$ cat src/rtl/lamp_driver.sv
// lamp_driver
//   Drives the traffic-light lamps from fabric-level commands. Each lamp is
//   off, on, blinking or blinking in anti-phase, and all lamps share one PWM
//   brightness. New commands land in a shadow register. They are copied to the
//   active register only at a PWM frame boundary, so lamp waveforms never glitch.
//
// Ports
//   clk    master clock
//   rstb   synchronous reset, active-high
//   load   single-cycle strobe, captures mode/duty into the shadow register
//   mode   per-lamp mode, lamp i at [2i+1:2i]: 00 off, 01 on, 10 blink, 11 blink-inverted
//   duty   common brightness (all-ones = fully on, 0 = off)
//   ack    one-cycle pulse when a pending command becomes active
//   frame  one-cycle pulse at each PWM frame start (registered)
//   lamp   lamp drive, active-high
module lamp_driver #(
    parameter int unsigned C_CLK_FRQ  = 100_000_000,
    parameter int unsigned C_PWM_FRQ  = 1000,
    parameter int unsigned C_DUTY_W   = 8,
    parameter int unsigned C_BLINK_MS = 500,
    parameter int unsigned C_LAMPS    = 3
) (
    input  logic                   clk,
    input  logic                   rstb,
    input  logic                   load,
    input  logic [2*C_LAMPS-1:0]   mode,
    input  logic [C_DUTY_W-1:0]    duty,
    output logic                   ack,
    output logic                   frame,
    output logic [C_LAMPS-1:0]     lamp
);

    // Derived timing constants; 64-bit so CLK_FRQ * BLINK_MS cannot overflow.
    localparam longint unsigned C_STEP_RAW  = 64'(C_CLK_FRQ) / (64'(C_PWM_FRQ) * (64'd1 << C_DUTY_W));
    localparam longint unsigned C_STEP      = (C_STEP_RAW < 64'd1) ? 64'd1 : C_STEP_RAW;
    localparam longint unsigned C_BLINK_CYC = 64'(C_CLK_FRQ) * 64'(C_BLINK_MS) / 64'd1000;

    localparam int unsigned PRE_W = ($clog2(C_STEP) < 1) ? 1 : $clog2(C_STEP);
    localparam int unsigned BLK_W = ($clog2(C_BLINK_CYC) < 1) ? 1 : $clog2(C_BLINK_CYC);

    localparam logic [PRE_W-1:0] PRE_LAST = PRE_W'(C_STEP - 64'd1);
    localparam logic [BLK_W-1:0] BLK_LAST = BLK_W'(C_BLINK_CYC - 64'd1);

    logic [PRE_W-1:0]      presc;
    logic [C_DUTY_W-1:0]   pwm_cnt;
    logic [BLK_W-1:0]      blink_cnt;
    logic                  phase;

    logic [2*C_LAMPS-1:0]  mode_shd;
    logic [2*C_LAMPS-1:0]  mode_act;
    logic [C_DUTY_W-1:0]   duty_shd;
    logic [C_DUTY_W-1:0]   duty_act;
    logic                  pending;

    logic                  tick;
    logic                  frame_start;
    logic                  pwm_on;
    logic [C_LAMPS-1:0]    lamp_nxt;

    always_comb begin
        tick        = (presc == PRE_LAST);
        frame_start = tick && (pwm_cnt == '1);
        // Full-scale duty short-circuits the compare so all-ones means 100 %.
        pwm_on      = (duty_act == '1) || (pwm_cnt < duty_act);

        lamp_nxt = '0;
        for (int unsigned i = 0; i < C_LAMPS; i++) begin
            case (mode_act[2*i +: 2])
                2'b01:   lamp_nxt[i] = pwm_on;
                2'b10:   lamp_nxt[i] = pwm_on && phase;
                2'b11:   lamp_nxt[i] = pwm_on && !phase;
                default: lamp_nxt[i] = 1'b0;
            endcase
        end
    end

    always_ff @(posedge clk) begin
        if (rstb) begin
            presc     <= '0;
            pwm_cnt   <= '0;
            blink_cnt <= '0;
            phase     <= 1'b0;
            mode_shd  <= '0;
            mode_act  <= '0;
            duty_shd  <= '1;
            duty_act  <= '1;
            pending   <= 1'b0;
            ack       <= 1'b0;
            frame     <= 1'b0;
            lamp      <= '0;
        end else begin
            presc <= tick ? '0 : presc + 1'b1;
            if (tick) begin
                pwm_cnt <= pwm_cnt + 1'b1;
            end

            if (blink_cnt == BLK_LAST) begin
                blink_cnt <= '0;
                phase     <= !phase;
            end else begin
                blink_cnt <= blink_cnt + 1'b1;
            end

            frame <= frame_start;
            ack   <= frame_start && pending;

            // The apply uses the shadow value from before this cycle, so a
            // load coinciding with frame_start is held for the next frame.
            if (frame_start && pending) begin
                mode_act <= mode_shd;
                duty_act <= duty_shd;
            end

            if (load) begin
                mode_shd <= mode;
                duty_shd <= duty;
                pending  <= 1'b1;
            end else if (frame_start) begin
                pending  <= 1'b0;
            end

            lamp <= lamp_nxt;
        end
    end

endmodule

$ cat config.mk
export PLATFORM = sky130hd
export DESIGN_NAME = lamp_driver
export DESIGN_NICKNAME = d
export VERILOG_FILES = /design/src/rtl/lamp_driver.sv
export SDC_FILE = /design/constraint.sdc
export NUM_CORES = 1
export LEC_CHECK = 0
export CORE_MARGIN = 3
export CORE_UTILIZATION = 42
export DETAILED_ROUTE_END_ITERATION = 8
export PLACE_DENSITY = 0.65
export SLEW_MARGIN = 20
export SYNTH_ARGS = -nofsm -noshare
export SYNTH_HDL_FRONTEND = slang
export SYNTH_SLANG_ARGS = --single-unit
$ cat constraint.sdc
create_clock -name clk -period 2.04 [get_ports clk]
set_clock_uncertainty 0.05 [all_clocks]
set_input_delay 0.306 -clock clk [delete_from_list [all_inputs] [get_ports clk]]
set_output_delay 0.306 -clock clk [all_outputs]
set_load 0.03 [all_outputs]
==> flow_summary.yaml, run 1 <==
drt:
  dr.pass1.iters: 4
  drt_iter0_drc: 107
  drt-total-wl_um: 6790
  ant_nets: 0
  vias: 2798
  wl_per_cell_um: 12.8
  drc: 0
  vias_per_cell: 5.28
power:
  ir_worst_vdd_mv: 0.434
  pwr_density_cell_nw_per_um2: 678
  p_leak_nw: 1.56
clock_network:
  cts_sinks: 78
  clock_latency_ns: 0.35
  cts_buffers: 9
  htree_levels: 3
  root_buffer: "clkbuf_8"
  tritoncts: "built"
  cts_hold_buf: 0
  cts.clk_slew.worst_paths_ns: 0.09
  clk_path_buf_depth: 2
global_route:
  grt_pass1_vias: 2613
  track_usage_pct: 14.9
  grt_overflow_total: 0
  grt_max_degree: 27
  grt_pass1_wl_um: 11800
  antenna_found_initial: 0
worst_setup_path:
  r2r_slack_ns: 0.12
  crit_slowest_cell: "or4_4"
  path_class: "flip-flop to flip-flop"
  cpPeakStageDelay_ns: 0.60
  crit_fanout: 8
  cp-start-kind: "flip-flop"
  r2r-end: "blink_cnt[24]$_SDFF_PP0_"
  r2r_cells: 4
  path_cells: "nand4_4 > or4_4 > nor3_1 > mux2_2"
  r2r_start: "blink_cnt[13]$_SDFF_PP0_"
  worstSetupEndpointType: "flip-flop"
  crit_path_end: "blink_cnt[24]$_SDFF_PP0_"
  worst_ep_arrival_time_ns: 2.11
  crit_start: "blink_cnt[13]$_SDFF_PP0_"
  required_ns: 2.22
synthesis:
  syn_avg_cell_area_um2: 8.89
  yosysUniqueCellTypes: 37
  syn_inst: 394
  synth-seq-cells: 78
  synth_fp_nets: 422
  netlist_area_um2: 3500
  synth_seq_area_share_pct: 44.6
  yosysWarnings: 0
sta:
  tightest_slew_ns: 0.424
  slew_viol_final: 0
  fin_hold_ws_ns: 0.326
  layout_worst_path_cycle_share_pct: 94.3
  slew_headroom_pct: 71.7
  finalSetupTns_ns: 0
  finalCriticalPeriod_ns: 1.92
  fmax_mhz: 520
  hold_viol_final: 0
  finalSetupViolCount: 0
  rsz0062_at_grt: "no"
placed_design:
  finalWeightedCongestion: 0.818
  portBuffers: 21
  dpl.hpwl_um: 4800
  placedCellCount: 512
die:
  dieArea_um2: 9470
  die_height_um: 97.3
  num_io_pins: 22
  coreArea_um2: 7930
  num_rows: 32
  initial_core_util_pct: 44.2
  die_x_um: 97.3
final_layout:
  fin_cells: 530
  drive_gt1_share_pct: 10.3
  area_growth_pct: 16.1
  utilization_pct: 51.3
  diodes: 0
  fin_nets: 451
run_status:
  status: "finished clean"
worst_hold_path:
  hold_class: "input pin to flip-flop"
job:
  cap_violations: 0
==> cells by family after synthesis <==
group,after synthesis,synth area share [%]
flops,78,44.6
compound gates,55,9.68
buf+inv,32,3.57
xor+xnor,29,7.25
simple gates,174,26.7
fa+ha+maj,11,3.93
mux,15,4.32
==> worst min-delay path by stage <==
stage	slack (ns)	start	to	cells after the start
2_1_floorplan	0.36	blink_cnt[0]$_SDFF_PP0_	blink_cnt[0]$_SDFF_PP0_	1
3_3_place_gp	0.37	blink_cnt[0]$_SDFF_PP0_	blink_cnt[0]$_SDFF_PP0_	1
3_5_place_dp	0.39	blink_cnt[0]$_SDFF_PP0_	blink_cnt[0]$_SDFF_PP0_	1
4_1_cts	0.31	rstb	pwm_cnt[7]$_SDFFE_PP0P_	2
5_1_grt	0.32	rstb	pwm_cnt[5]$_SDFFE_PP0P_	2
6_report	0.33	rstb	pwm_cnt[3]$_SDFFE_PP0P_	2
==> per-layer routing <==
metal | GRT usage (%) | routed length [µm] | vias up
li1 | - | - | 1448
met1 | 18.7 | 3130 | 1306
met2 | 24.4 | 3330 | 36
met3 | 5.10 | 252 | 8
met4 | 4.58 | 78 | 0
met5 | 0 | 0 | -
==> worst max-delay path, delay by kind of cell (launching register included) <==
kind / cells / cell delay, ns
muxes: 1 / 0.35
DFF: 1 / 0.44
and+or+nand+nor: 3 / 0.96
==> flip-flops by register name (all words and copies together), names as in the netlist, 3 cells and up <==
register / count
presc: 9
lamp: 3
mode_shd: 6
blink_cnt: 26
duty_act: 8
mode_act: 6
pwm_cnt: 8
duty_shd: 8
==> timing repair <==
action                                  4_1_cts  5_1_grt
resized for setup                             0        2
endpoints found under the setup margin        0        3
setup buffers                                 0        2
hold endpoints to repair                      0        0
==> per-stage QoR <==
step | setup slack (ns) | total power [mW] | area, µm²
2_1_floorplan | 0.191 | 1.68 | 3500
3_3_place_gp | 0.178 | 1.74 | 3870
3_5_place_dp | 0.131 | 1.74 | 3870
4_1_cts | 0.109 | 2.80 | 4050
5_1_grt | 0.0235 | 2.89 | 4070
6_report | 0.115 | 2.76 | 4070
==> Yosys cell counts <==
cell type	count	area share (%)
or3_1	6	1.1
dfxtp_1	78	45
nor3_1	5	0.71
a21oi_2	1	0.25
xor2_1	18	4.5
o21bai_1	1	0.21
and3_1	8	1.4
o41ai_1	1	0.25
mux2_2	1	0.32
a211oi_1	3	0.64
o31ai_1	5	1.1
ha_1	11	3.9
nor2b_1	9	1.6
nand4_4	1	0.61
nor4bb_1	3	0.86
nand4_1	17	3.0
o21ai_0	13	1.9
or4_1	6	1.3
inv_1	12	1.3
mux2i_1	14	4.0
buf_1	2	0.21
xnor2_1	11	2.7
nand3_1	23	3.3
a211o_1	8	2.0
nor4_1	4	0.71
a2bb2oi_1	1	0.25
nand2_1	16	1.7
or4_4	2	0.64
and2_1	2	0.36
and4_1	5	1.2
clkbuf_1	14	1.5
buf_2	4	0.57
nand2b_1	5	0.89
nand4_2	2	0.71
nor2_2	1	0.18
nor2_1	59	6.3
a21oi_1	22	3.1
==> final cells by class <==
class / count / area, µm²
repair buffers: 38 / 333
fillers: 771 / 3860
well taps: 102 / 128
clock buffers: 9 / 124
inverters: 12 / 45.0
multi-input cells: 284 / 1820
clock inverters: 7 / 55.1
flip-flops and latches: 78 / 1560
==> power breakdown <==
group / total (mW) / switching, mW / internal, mW
registers: 1.57 / 0.0228 / 1.55
clock network: 1.05 / 0.596 / 0.454
logic: 0.131 / 0.0638 / 0.0676
total: 2.76 / 0.683 / 2.07
==> cells in the final DEF (no fill, tap or decap), types with 4 or more instances in the layout <==
cell	n
a21oi_1	22
or3_1	6
nor2_1	59
a211o_1	8
nand3_1	23
buf_4	17
ha_1	10
nor3_1	5
inv_1	12
and3_1	8
xor2_1	18
xnor2_1	11
nor4_1	4
or4_1	6
dfxtp_1	77
nand2_1	16
clkbuf_8	9
mux2i_1	14
o31ai_1	5
nand4_1	17
clkdlybuf4s50_1	20
nand2b_1	5
nor2b_1	9
o21ai_0	13
and4_1	5
No activity file was read; power rests on OpenSTA's default activity.
==> inputs of run 2 (changes only) <==
--- a/config.mk
+++ b/config.mk
@@ -8,7 +8,9 @@
 export CORE_MARGIN = 3
 export CORE_UTILIZATION = 42
 export DETAILED_ROUTE_END_ITERATION = 8
-export PLACE_DENSITY = 0.65
+export DONT_BUFFER_PORTS = 1
+export PLACE_DENSITY = 0.61
+export SKIP_LAST_GASP = 1
 export SLEW_MARGIN = 20
 export SYNTH_ARGS = -nofsm -noshare
 export SYNTH_HDL_FRONTEND = slang
==> run 2 against run 1 <==
Net effect:
- design area fell by 2.2%
- worst hold slack got worse by 0.30 ns
- register-to-register slack improved by 0.03 ns
- clock power rose by 44%
- combinational power fell by 29%
- worst setup slack improved by 0.029 ns
- power rose by 16%
- clock-buffer cell count did not move
- sequential share of layout area rose by 0.83 points
- critical path type unchanged
- critical endpoint unchanged
- largest power group unchanged
==> flow_summary.yaml, run 2 (synthesized netlist as in run 1, its figures left out) <==
worst_setup_path:
  cp_top_family: "simple AND/OR/NAND/NOR gates"
  crit_slowest_cell: "or4_4"
  path_class: "flip-flop to flip-flop"
  worstSetupEndpointType: "flip-flop"
  cp-start-kind: "flip-flop"
  cpPeakStageDelay_ns: 0.46
  worst_ep_arrival_time_ns: 2.08
  path_cells: "ha_1 > nand3_1 > or4_4 > nor3_1 > mux2_2"
  required_ns: 2.23
  crit_fanout: 6
  crit_buf_inv: 0
clock_network:
  root_buffer: "clkbuf_8"
  htree_levels: 3
  cts_buffers: 9
  cts.clk_slew.worst_paths_ns: 0.08
  cts_resized: 0
  clk_path_buf_depth: 2
  cts_hold_buf: 2
  tritoncts: "built"
  postCtsSetupBuffers: 0
  cts_sinks: 78
  clock_latency_ns: 0.34
die:
  num_rows: 32
  initial_core_util_pct: 44.2
  num_io_pins: 22
  dieArea_um2: 9470
  die_height_um: 97.3
  die_x_um: 97.3
  coreArea_um2: 7930
sta:
  finalCriticalPeriod_ns: 1.90
  fmax_mhz: 527
  finalSetupTns_ns: 0
  layout_worst_path_cycle_share_pct: 92.9
  slew_viol_final: 0
  rsz0062_at_grt: "no"
  tightest_slew_ns: 1.10
  slew_headroom_pct: 26.2
  setup_slack_ns: 0.144
  hold_viol_final: 0
  finalSetupViolCount: 0
global_route:
  grt_max_degree: 32
  grt_pass1_wl_um: 12000
  grt_overflow_total: 0
  antenna_found_initial: 0
  grt_pass1_vias: 2585
  track_usage_pct: 15.4
drt:
  drt-total-wl_um: 6960
  vias: 2737
  wl_per_cell_um: 13.6
  vias_per_cell: 5.36
  drc: 0
  drt_iter0_drc: 105
  ant_nets: 0
  dr.pass1.iters: 5
power:
  pwr_density_cell_nw_per_um2: 800
  p_leak_nw: 1.53
  ir_worst_vdd_mv: 0.311
final_layout:
  area_growth_pct: 13.5
  n_fill_cell: 738
  diodes: 0
  final_common_cell: "dfxtp_1"
  final_cell_mix: "78 x dfxtp_1, 59 x nor2_1, 23 x nand3_1"
  seq_area_um2: 1560
  fin_nets: 432
  drive_gt1_share_pct: 9.05
  multi_input_area_um2: 1820
  regMostFlops: "blink_cnt"
  largest_reg_flops: 26
  reg.largest.list: "blink_cnt: 26 flops, presc: 9 flops"
placed_design:
  dp_slack_ns: 0.145
  finalWeightedCongestion: 0.758
  dpl.hpwl_um: 4690
  portBuffers: 0
run_status:
  status: "finished clean"
worst_hold_path:
  hold_class: "input pin to flip-flop"
job:
  cap_violations: 0
[run 2: final timing paths]
check,start,end,cells past startpoint,slack (ns)
worst max-delay path,blink_cnt[0]$_SDFF_PP0_,blink_cnt[24]$_SDFF_PP0_,5,0.14
worst min-delay path,rstb,blink_cnt[20]$_SDFF_PP0_,1,0.02
worst max register to register,blink_cnt[0]$_SDFF_PP0_,blink_cnt[24]$_SDFF_PP0_,5,0.14
worst min register to register,blink_cnt[0]$_SDFF_PP0_,blink_cnt[0]$_SDFF_PP0_,1,0.40
[run 2: per-stage QoR]
step           hold WS, ns  power [mW]  utilization [%]  std cells  instance area (µm²)
2_1_floorplan        0.363        1.68                -        394                 3500
3_3_place_gp         0.331        1.68             46.0        489                 3650
3_5_place_dp         0.336        1.69             46.0        489                 3650
4_1_cts            0.00211        3.22             49.7        507                 3940
5_1_grt           0.000286        3.33             50.2        511                 3980
6_report            0.0243        3.18             50.2        511                 3980
[run 2: area by class of cell]
cell class / instances / area share, %
multi-input combinational: 284 / 45.7
sequential: 78 / 39.3
timing repair buffer: 19 / 3.96
clock inverter: 7 / 3.65
tap: 102 / 3.21
clock buffer: 9 / 3.11
inverter: 12 / 1.13
[run 2: report_power, final]
part | internal (mW) | total [mW] | switching [mW]
Clock | 0.942 | 1.51 | 0.571
Sequential | 1.55 | 1.58 | 0.0250
Combinational | 0.0468 | 0.0934 | 0.0465
Total | 2.54 | 3.18 | 0.643
[run 2: layer usage]
layer  up-vias  share of wire, %  GRT usage [%]
li1       1413                 -              -
met3         6               3.3           4.88
met5         -                 0              0
met2        44                48           25.2
met1      1274                47           19.0
met4         0               1.8           5.86
